[src/rtl/t2t_pkg.sv]
// Shared beat format and write-side state encoding for the Avalon-ST packet filter.
`default_nettype none

package t2t_pkg;

    localparam int AV_DATA_WIDTH  = 64;
    localparam int AV_EMPTY_WIDTH = 3;

    typedef struct packed {
        logic [AV_DATA_WIDTH-1:0]  data;
        logic [AV_EMPTY_WIDTH-1:0] empty;
        logic                      sop;
        logic                      eop;
    } t_av_beat;

    typedef enum logic [1:0] {
        WR_IDLE    = 2'd0,
        WR_IN_PKT  = 2'd1,
        WR_DISCARD = 2'd2
    } t_wr_state;

endpackage

`default_nettype wire

[src/rtl/avalon_pkt_ram.sv]
// Simple dual-port beat store: synchronous write, asynchronous read (LUTRAM style).
`default_nettype none

module avalon_pkt_ram
    import t2t_pkg::*;
#(
    parameter int DEPTH = 64,
    parameter int AW    = $clog2(DEPTH)
) (
    input  logic          clk,
    input  logic          we,
    input  logic [AW-1:0] waddr,
    input  t_av_beat      wdata,
    input  logic [AW-1:0] raddr,
    output t_av_beat      rdata
);

    t_av_beat mem_q [DEPTH];

    always_ff @(posedge clk) begin
        if (we) begin
            mem_q[waddr] <= wdata;
        end
    end

    assign rdata = mem_q[raddr];

endmodule

`default_nettype wire

[src/rtl/avalon_pkt_filter.sv]
// Store-and-forward Avalon-ST buffer: only complete, error-free packets reach the output.
`default_nettype none

module avalon_pkt_filter
    import t2t_pkg::*;
#(
    parameter int DATA_WIDTH  = AV_DATA_WIDTH,
    parameter int EMPTY_WIDTH = AV_EMPTY_WIDTH,
    parameter int DEPTH       = 64,
    parameter int CNT_WIDTH   = 16
) (
    input  logic                   clk,
    input  logic                   reset,
    input  logic                   in_valid,
    output logic                   in_ready,
    input  logic                   in_startofpacket,
    input  logic                   in_endofpacket,
    input  logic [DATA_WIDTH-1:0]  in_data,
    input  logic [EMPTY_WIDTH-1:0] in_empty,
    input  logic                   in_error,
    output logic                   out_valid,
    input  logic                   out_ready,
    output logic                   out_startofpacket,
    output logic                   out_endofpacket,
    output logic [DATA_WIDTH-1:0]  out_data,
    output logic [EMPTY_WIDTH-1:0] out_empty,
    output logic                   out_error,
    output logic [CNT_WIDTH-1:0]   drop_err_cnt,
    output logic [CNT_WIDTH-1:0]   drop_ovf_cnt
);

    localparam int           AW       = $clog2(DEPTH);
    localparam int           PW       = AW + 1;
    localparam logic [PW-1:0] FULL_LVL = PW'(DEPTH);

    t_wr_state state_q, state_d;
    logic [PW-1:0] wr_ptr_q, wr_ptr_d, commit_ptr_q, commit_ptr_d, rd_ptr_q, rd_ptr_d;
    logic [CNT_WIDTH-1:0] err_cnt_q, err_cnt_d, ovf_cnt_q, ovf_cnt_d;
    logic out_valid_q, out_valid_d;
    t_av_beat out_beat_q, out_beat_d;

    logic [PW-1:0] base_wr;
    logic          pkt_active, pkt_ovf, full, we, load;
    logic [1:0]    ovf_inc;
    logic          err_inc;
    t_av_beat      wr_beat, rd_beat;
    logic [CNT_WIDTH:0] ovf_sum, err_sum;

    avalon_pkt_ram #(.DEPTH(DEPTH), .AW(AW)) u_ram (
        .clk   (clk),
        .we    (we),
        .waddr (base_wr[AW-1:0]),
        .wdata (wr_beat),
        .raddr (rd_ptr_q[AW-1:0]),
        .rdata (rd_beat)
    );

    always_comb begin
        wr_beat.data  = in_data;
        wr_beat.empty = in_endofpacket ? in_empty : '0;
        wr_beat.sop   = in_startofpacket;
        wr_beat.eop   = in_endofpacket;
    end

    // A sop inside an open packet rewinds to the last commit before the new beat is placed.
    always_comb begin
        state_d      = state_q;
        wr_ptr_d     = wr_ptr_q;
        commit_ptr_d = commit_ptr_q;
        base_wr      = wr_ptr_q;
        pkt_active   = (state_q != WR_IDLE);
        pkt_ovf      = (state_q == WR_DISCARD);
        full         = 1'b0;
        we           = 1'b0;
        ovf_inc      = 2'd0;
        err_inc      = 1'b0;
        if (in_valid) begin
            if (in_startofpacket) begin
                if (pkt_active) begin
                    base_wr  = commit_ptr_q;
                    wr_ptr_d = commit_ptr_q;
                    ovf_inc  = 2'd1;
                end
                pkt_active = 1'b1;
                pkt_ovf    = 1'b0;
            end
            if (pkt_active) begin
                full = ((base_wr - rd_ptr_q) == FULL_LVL);
                if (in_endofpacket) begin
                    state_d = WR_IDLE;
                    if (pkt_ovf || full) begin
                        wr_ptr_d = commit_ptr_q;
                        ovf_inc  = ovf_inc + 2'd1;
                    end else if (in_error) begin
                        wr_ptr_d = commit_ptr_q;
                        err_inc  = 1'b1;
                    end else begin
                        we           = 1'b1;
                        wr_ptr_d     = base_wr + 1'b1;
                        commit_ptr_d = base_wr + 1'b1;
                    end
                end else if (pkt_ovf || full) begin
                    state_d = WR_DISCARD;
                end else begin
                    we       = 1'b1;
                    wr_ptr_d = base_wr + 1'b1;
                    state_d  = WR_IN_PKT;
                end
            end
        end
    end

    always_comb begin
        ovf_sum   = {1'b0, ovf_cnt_q} + {{(CNT_WIDTH-1){1'b0}}, ovf_inc};
        err_sum   = {1'b0, err_cnt_q} + {{CNT_WIDTH{1'b0}}, err_inc};
        ovf_cnt_d = ovf_sum[CNT_WIDTH] ? '1 : ovf_sum[CNT_WIDTH-1:0];
        err_cnt_d = err_sum[CNT_WIDTH] ? '1 : err_sum[CNT_WIDTH-1:0];
    end

    always_comb begin
        rd_ptr_d    = rd_ptr_q;
        out_valid_d = out_valid_q;
        out_beat_d  = out_beat_q;
        load        = (rd_ptr_q != commit_ptr_q) && (!out_valid_q || out_ready);
        if (load) begin
            out_valid_d = 1'b1;
            out_beat_d  = rd_beat;
            rd_ptr_d    = rd_ptr_q + 1'b1;
        end else if (out_valid_q && out_ready) begin
            out_valid_d = 1'b0;
        end
    end

    always_ff @(posedge clk) begin
        if (reset) begin
            state_q      <= WR_IDLE;
            wr_ptr_q     <= '0;
            commit_ptr_q <= '0;
            rd_ptr_q     <= '0;
            err_cnt_q    <= '0;
            ovf_cnt_q    <= '0;
            out_valid_q  <= 1'b0;
            out_beat_q   <= '0;
        end else begin
            state_q      <= state_d;
            wr_ptr_q     <= wr_ptr_d;
            commit_ptr_q <= commit_ptr_d;
            rd_ptr_q     <= rd_ptr_d;
            err_cnt_q    <= err_cnt_d;
            ovf_cnt_q    <= ovf_cnt_d;
            out_valid_q  <= out_valid_d;
            out_beat_q   <= out_beat_d;
        end
    end

    assign in_ready          = 1'b1;
    assign out_valid         = out_valid_q;
    assign out_startofpacket = out_beat_q.sop;
    assign out_endofpacket   = out_beat_q.eop;
    assign out_data          = out_beat_q.data;
    assign out_empty         = out_beat_q.empty;
    assign out_error         = 1'b0;
    assign drop_err_cnt      = err_cnt_q;
    assign drop_ovf_cnt      = ovf_cnt_q;

endmodule

`default_nettype wire

[config.mk]
export PLATFORM = sky130hd
export DESIGN_NAME = avalon_pkt_filter
export DESIGN_NICKNAME = d
export VERILOG_FILES = /design/src/rtl/t2t_pkg.sv /design/src/rtl/avalon_pkt_ram.sv /design/src/rtl/avalon_pkt_filter.sv
export SDC_FILE = /design/constraint.sdc
export NUM_CORES = 2
export LEC_CHECK = 0
export BUFFER_PORTS_ARGS = -buffer_cell sky130_fd_sc_hd__buf_2
export CORE_MARGIN = 2
export CORE_UTILIZATION = 50
export DETAILED_ROUTE_END_ITERATION = 16
export PLACE_DENSITY = 0.65
export SLEW_MARGIN = 20
export SYNTH_ARGS = -nofsm -noshare
export SYNTH_HDL_FRONTEND = slang
export SYNTH_MEMORY_MAX_BITS = 65536
export SYNTH_SLANG_ARGS = --single-unit
[constraint.sdc]
create_clock -name clk -period 10.18 [get_ports clk]
set_clock_uncertainty 0.2 [all_clocks]
set_input_delay 0.509 -clock clk [delete_from_list [all_inputs] [get_ports clk]]
set_output_delay 0.509 -clock clk [all_outputs]
set_load 0.1 [all_outputs]
Word level (Yosys, flattened, before mapping) --
Memories as Yosys holds them, arrays and structs flattened. A register that Yosys moved wholly into a read port is not among the register bits. Index checks and enable logic that the tools add are counted.
Word-level totals: bits in registers 56, latch bits 0, RAM bits 4416, ROM bits 0, bits of input ports 74, output and inout bits 104, word-level logic and storage cells 66, memories 1
Operators by class: add/subtract/negate cells 6, multipliers 0, div/mod/pow operators 0, $lt $le $gt $ge 0, equality and inequality tests 3, shift operators 0, mux-type cells 40, bitwise operators 0, reduce and logical (&&, ||, !) cells 9
Memories:
- u_ram.mem_q | depth 64, bits a word 69, rd ports 1, clocked after Yosys merged registers in 1, wr ports 1, line avalon_pkt_ram.sv:18 | t_av_beat mem_q [DEPTH];
Operator list (count):
- $mux W7 | 8
- $mux W16 | 2
- $mux W1 | 21
- $add A16 B1 Y17 | 1
- $add A16 B2 Y17 | 1
- $add A7 B1 Y7 const B | 2
- $mux W2 | 7
- $eq A7 B7 Y1 const B | 1
- $ne A7 B7 Y1 | 1
- $sub A7 B7 Y7 | 1
- $mux W6 | 1
- $reduce_bool A2 Y1 | 2
- $mux W3 | 1
- $reduce_and A3 Y1 | 1
- $add A2 B1 Y2 const B | 1
- $eq A2 B2 Y1 const B | 1
- $logic_and A1 B1 Y1 | 2
- $logic_or A1 B1 Y1 | 2
- $reduce_and A2 Y1 | 1
- $logic_not A1 Y1 | 1

Logic depth before layout (Yosys ltp) --
word-level depth 13, mapped depth 27, mapped depth without buffers 23

Cells and area by module --
Synthesis repeated with hierarchy kept, for this count alone.
Unflattened totals: cell total of the unflattened synthesis 7688, area, all modules 172421.6 µm²
By module, submodules not included:
- avalon_pkt_ram | instances 1, cells an instance 6936, area each 166532.2 µm², sequential area each 132607.2 µm²
- avalon_pkt_filter | instances 1, cells an instance 752, area each 5889.4 µm², sequential area each 2502.4 µm²

Worst setup path after synthesis --
Ideal clock, no wire load.
kind reg-to-reg, start point reg state_q[1], end point mem u_ram.mem_q[17][0] (netlist bit) (enable), setup time 0.497 ns, data arrival time 6.165 ns, required time 9.483 ns, slack 3.318 ns, stages on the path, launching flop included 14, buffers on the path 2, clock period less this slack 6.862 ns, cell sequence dfxtp_1 -> o21ai_4 -> buf_2 -> mux2i_1 -> inv_1 -> ha_1 -> nand2_1 -> nor2_1 -> a2111oi_2 -> xor2_1 -> buf_6 -> a211oi_4 -> nand3_1 -> nor2_1
Between the ends: cells in the longest elaborated chain, start to end 13, elaborated cells on any way between the ends 20, classes of those cells add/sub: 1; eq/ne: 2; mux: 15; reduce/logical: 2
RTL lines:
- start, declared | line avalon_pkt_filter.sv:36 | t_wr_state state_q, state_d;
- start signal, assigned | line avalon_pkt_filter.sv:145 | state_q <= state_d;
- $reduce_bool A2 Y1 | line avalon_pkt_filter.sv:71 | pkt_active = (state_q != WR_IDLE);
- $mux W7 | line avalon_pkt_filter.sv:79 | if (pkt_active) begin
- $mux W7 | line avalon_pkt_filter.sv:78 | if (in_startofpacket) begin
- $mux W7 | line avalon_pkt_filter.sv:77 | if (in_valid) begin
- $sub A7 B7 Y7 | line avalon_pkt_filter.sv:88 | full = ((base_wr - rd_ptr_q) == FULL_LVL);
- $eq A7 B7 Y1 | line avalon_pkt_filter.sv:88
- $logic_or A1 B1 Y1 | line avalon_pkt_filter.sv:91, avalon_pkt_filter.sv:102
- $mux W1 (on tied branches) | line avalon_pkt_filter.sv:102, avalon_pkt_filter.sv:91
- $mux W1 | line avalon_pkt_filter.sv:89 | if (in_endofpacket) begin
- $mux W1 | line avalon_pkt_filter.sv:87 | if (pkt_active) begin
- $mux W1 | line avalon_pkt_filter.sv:77
- $mux W1 | line avalon_pkt_ram.sv:21 | if (we) begin
- $mux W1 (not written as such) | line avalon_pkt_ram.sv:22 | mem_q[waddr] <= wdata;
- end, declared | line avalon_pkt_ram.sv:18
Parallel ways exist; a longest one is shown, timed or not. The select of a mux whose other input is x is not followed.

Worst setup path after layout --
start point reg state_q[0], end point mem u_ram.mem_q[51][31] (netlist bit) (enable)
The elaborated chain is that of the path after synthesis.

==> results.txt <==
Max-cap violations - 0
Vias - 86665
Worst setup EP type - register
Routability congestion estimate - 0.846
CTS buffer count - 446
Hold crit path type - in -> reg
Post-DP Area - 180000 um^2
Worst path bufs/invs - 2
Critical-path cell list - o21ai_4 -> mux2i_1 -> inv_1 -> ha_1 -> nand2b_1 -> a21oi_1 -> a2111oi_2 -> xor2_2 -> a211oi_4 -> nand3_1 -> nor2_4 -> buf_12
PwrDens - 222 nW/um^2
Routed Antenna Nets - 0
Via density - 6.61
Reg clk slew, reported paths - 0.06 ns
CTS max path bufs - 4
Slew Viols, Final - 0
CTS tree - built
Antenna violations before repair - 19
Clk root buf - clkbuf_16
Register area share after synthesis - 78.3%
DP HPWL - 245 mm
IO Pins - 178
#FFs+latches synth - 4541
DR DRC count - 0
Critical-path top delay cell - nor2_4
Synth Instances - 7724
Crit path DAT - 7.29 ns
CTS Sinks - 4541
Crit path time final - 6.92 ns
Fmax - 0.145 GHz
Setup bufs post-CTS - 0
Die Area - 350000 um^2
Min Hold Slack - 0.0578 ns
CP required - 10.55 ns
Clock latency at the later pin of the worst-skew pair - 0.98 ns
Cell area after synthesis - 172000 um^2
Syn-to-layout area delta - 12.9%
Utilization after layout - 56.7%
Die Wd - 591 um
Final hold violation count - 0
Number of flops mapped to enable cells by yosys - 4416
Syn Nets - 7812
Mapped Avg Cell Area - 22.3 um^2
Share of cells above drive strength 1 - 27.0%
Kind of critical path - reg -> reg
Synth unique cells - 69
Post-Route Setup TNS - 0 ns
Max-slew headroom - 15.4%
Crit Path Max Fanout - 55
Final instance area - 195000 um^2
Initial DRT Pass Iterations - 6
Drt total wl - 470 mm
Status - finished clean
Final nets - 8255
Post_cts resized - 0
LEAKAGE - 0.0595 uW
Ys async rst share - 0%
Vias in the first global route - 85150
Worst slew pin tran - 1.27 ns
Most used DFF post-synth - edfxtp_1
Startpoint types - register
Cell family with most CP delay - simple AND/OR/NAND/NOR gates
CTS H-Tree Depth - 5
# port buffers - 175
# fillers - 24858
Drt wl/cell - 35.9 um
Core area - 343000 um^2
Global Route Usage Sum - 26.7%
Final worst path period share - 68.0%
Number of DRC markers in iteration 0 - 12518
Largest net degree at the start of global routing - 149
First-pass GRT wire length - 658 mm
Synth warn - 0
# setup viols final - 0
Cell row count - 215
Die height - 591 um
Max stage delay on crit path - 1.09 ns
Starting Density - 50.2%
Total grt overflow - 0
Total Power - 43300 uW
RSZ-0062 raised after global routing - false
VDD IR-drop max - 175 uV
-- cell families after synthesis --
logic type,share of synthesized area [%]
mux,15.3
buf+inv,1.19
xor+xnor,0.227
compound gates,3.36
flops,78.3
fa+ha+maj,0.106
simple gates,1.46
other cells,0.00435
-- through the flow --
step | setup WS [ns] | instances
global placement | 3.25 | 12213
detailed placement | 3.22 | 12215
finish | 3.26 | 13105
CTS | 3.32 | 13039
global route | 2.80 | 13096
floorplan | 3.32 | 7724
-- flip-flops by register name, summed over array words and instances (netlist names) --
name and count:
out_startofpacket 1, drop_ovf_cnt 16, out_data 64, state_q 2, out_empty 3, out_endofpacket 1
drop_err_cnt 16, out_valid 1, u_ram.mem_q 4416, rd_ptr_q 7, commit_ptr_q 7, wr_ptr_q 7
-- what timing repair did --
| item | 4_1_cts | 5_1_grt |
|---|---|---|
| endpoints found under the hold margin | 146 | 2830 |
| endpoints found under the setup margin | 0 | 0 |
| hold buffers | 12 | 45 |
-- layer usage --
layer | part of all wire [%] | global-route usage [%]
met5 | 0.021 | 0
met2 | 48 | 42.8
met3 | 9.9 | 4.90
met4 | 3.0 | 7.61
met1 | 39 | 38.0
-- power by group --
| group | switching [uW] | internal [uW] |
|---|---|---|
| sequential | 193 | 20700 |
| clock | 6950 | 9220 |
| combinational | 3710 | 2480 |
-- final timing paths --
check | from | endpoint | slack, ns | depth (start not counted)
setup / recovery | state_q[0] | u_ram.mem_q[51][31] | 3.26 | 12
hold / removal | in_data[20] | u_ram.mem_q[49][25] | 0.06 | 1
setup reg to reg | state_q[0] | u_ram.mem_q[51][31] | 3.26 | 12
hold reg to reg | out_data[17] | out_data[17] | 0.26 | 2
-- Yosys cell counts, types with 3 or more instances --
cell type | instances | area (um^2)
a211o_1 | 4 | 35.0
a211oi_1 | 54 | 405
a21o_1 | 4 | 30.0
a21oi_1 | 255 | 1280
a22oi_1 | 353 | 2650
a31oi_1 | 7 | 43.8
and2_1 | 9 | 56.3
and3_1 | 13 | 81.3
buf_1 | 57 | 214
buf_2 | 139 | 696
buf_4 | 24 | 180
buf_6 | 3 | 33.8
clkbuf_1 | 224 | 841
dfxtp_1 | 125 | 2500
edfxtp_1 | 4416 | 133000
ha_1 | 13 | 163
inv_1 | 21 | 78.8
mux2_2 | 138 | 1550
mux2i_1 | 88 | 881
mux4_2 | 1063 | 23900
nand2_1 | 55 | 206
nand2b_1 | 11 | 68.8
nand3_1 | 28 | 140
nand3b_1 | 47 | 353
nand4_1 | 9 | 56.3
nor2_1 | 170 | 638
nor2b_1 | 26 | 163
nor3_1 | 34 | 170
nor3b_1 | 3 | 22.5
nor4_1 | 65 | 407
o211ai_1 | 3 | 22.5
o21ai_0 | 78 | 390
o221ai_1 | 45 | 394
o22ai_1 | 47 | 294
o31ai_1 | 4 | 30.0
o32ai_1 | 3 | 26.3
or2_2 | 3 | 18.8
or3_1 | 5 | 31.3
xnor2_1 | 24 | 210
xor2_1 | 17 | 149
-- layout by cell type, fill, tap and decap left out, drive strengths merged, types with 11 or more instances in the layout --
master       count
edfxtp        4416
mux4          1063
clkbuf         571
buf            385
a22oi          353
a21oi          256
clkinv         181
nor2           170
mux2           139
dfxtp          125
mux2i           89
o21ai           82
nor4            65
dlygate4sd3     57
nand2           57
a211oi          55
nand3b          47
o22ai           47
o221ai          45
bufinv          39
nor3            34
inv             33
nand3           30
xnor2           26
nor2b           26
diode           17
xor2            17
and3            13
ha              13
nand2b          11
-- final cells by class --
| type | count | area, um^2 | share of cell area, % |
|---|---|---|---|
| Sequential cell | 4541 | 135000 | 69.4 |
| Multi-Input combinational cell | 2714 | 35900 | 18.4 |
| Clock buffer | 571 | 11900 | 6.12 |
| Tap cell | 4557 | 5700 | 2.93 |
| Timing Repair Buffer | 442 | 3600 | 1.85 |
| Clock inverter | 241 | 2300 | 1.18 |
| Inverter | 22 | 87.6 | 0.0450 |
| Antenna cell | 17 | 42.5 | 0.0219 |
(Power assumes the default switching activity.)
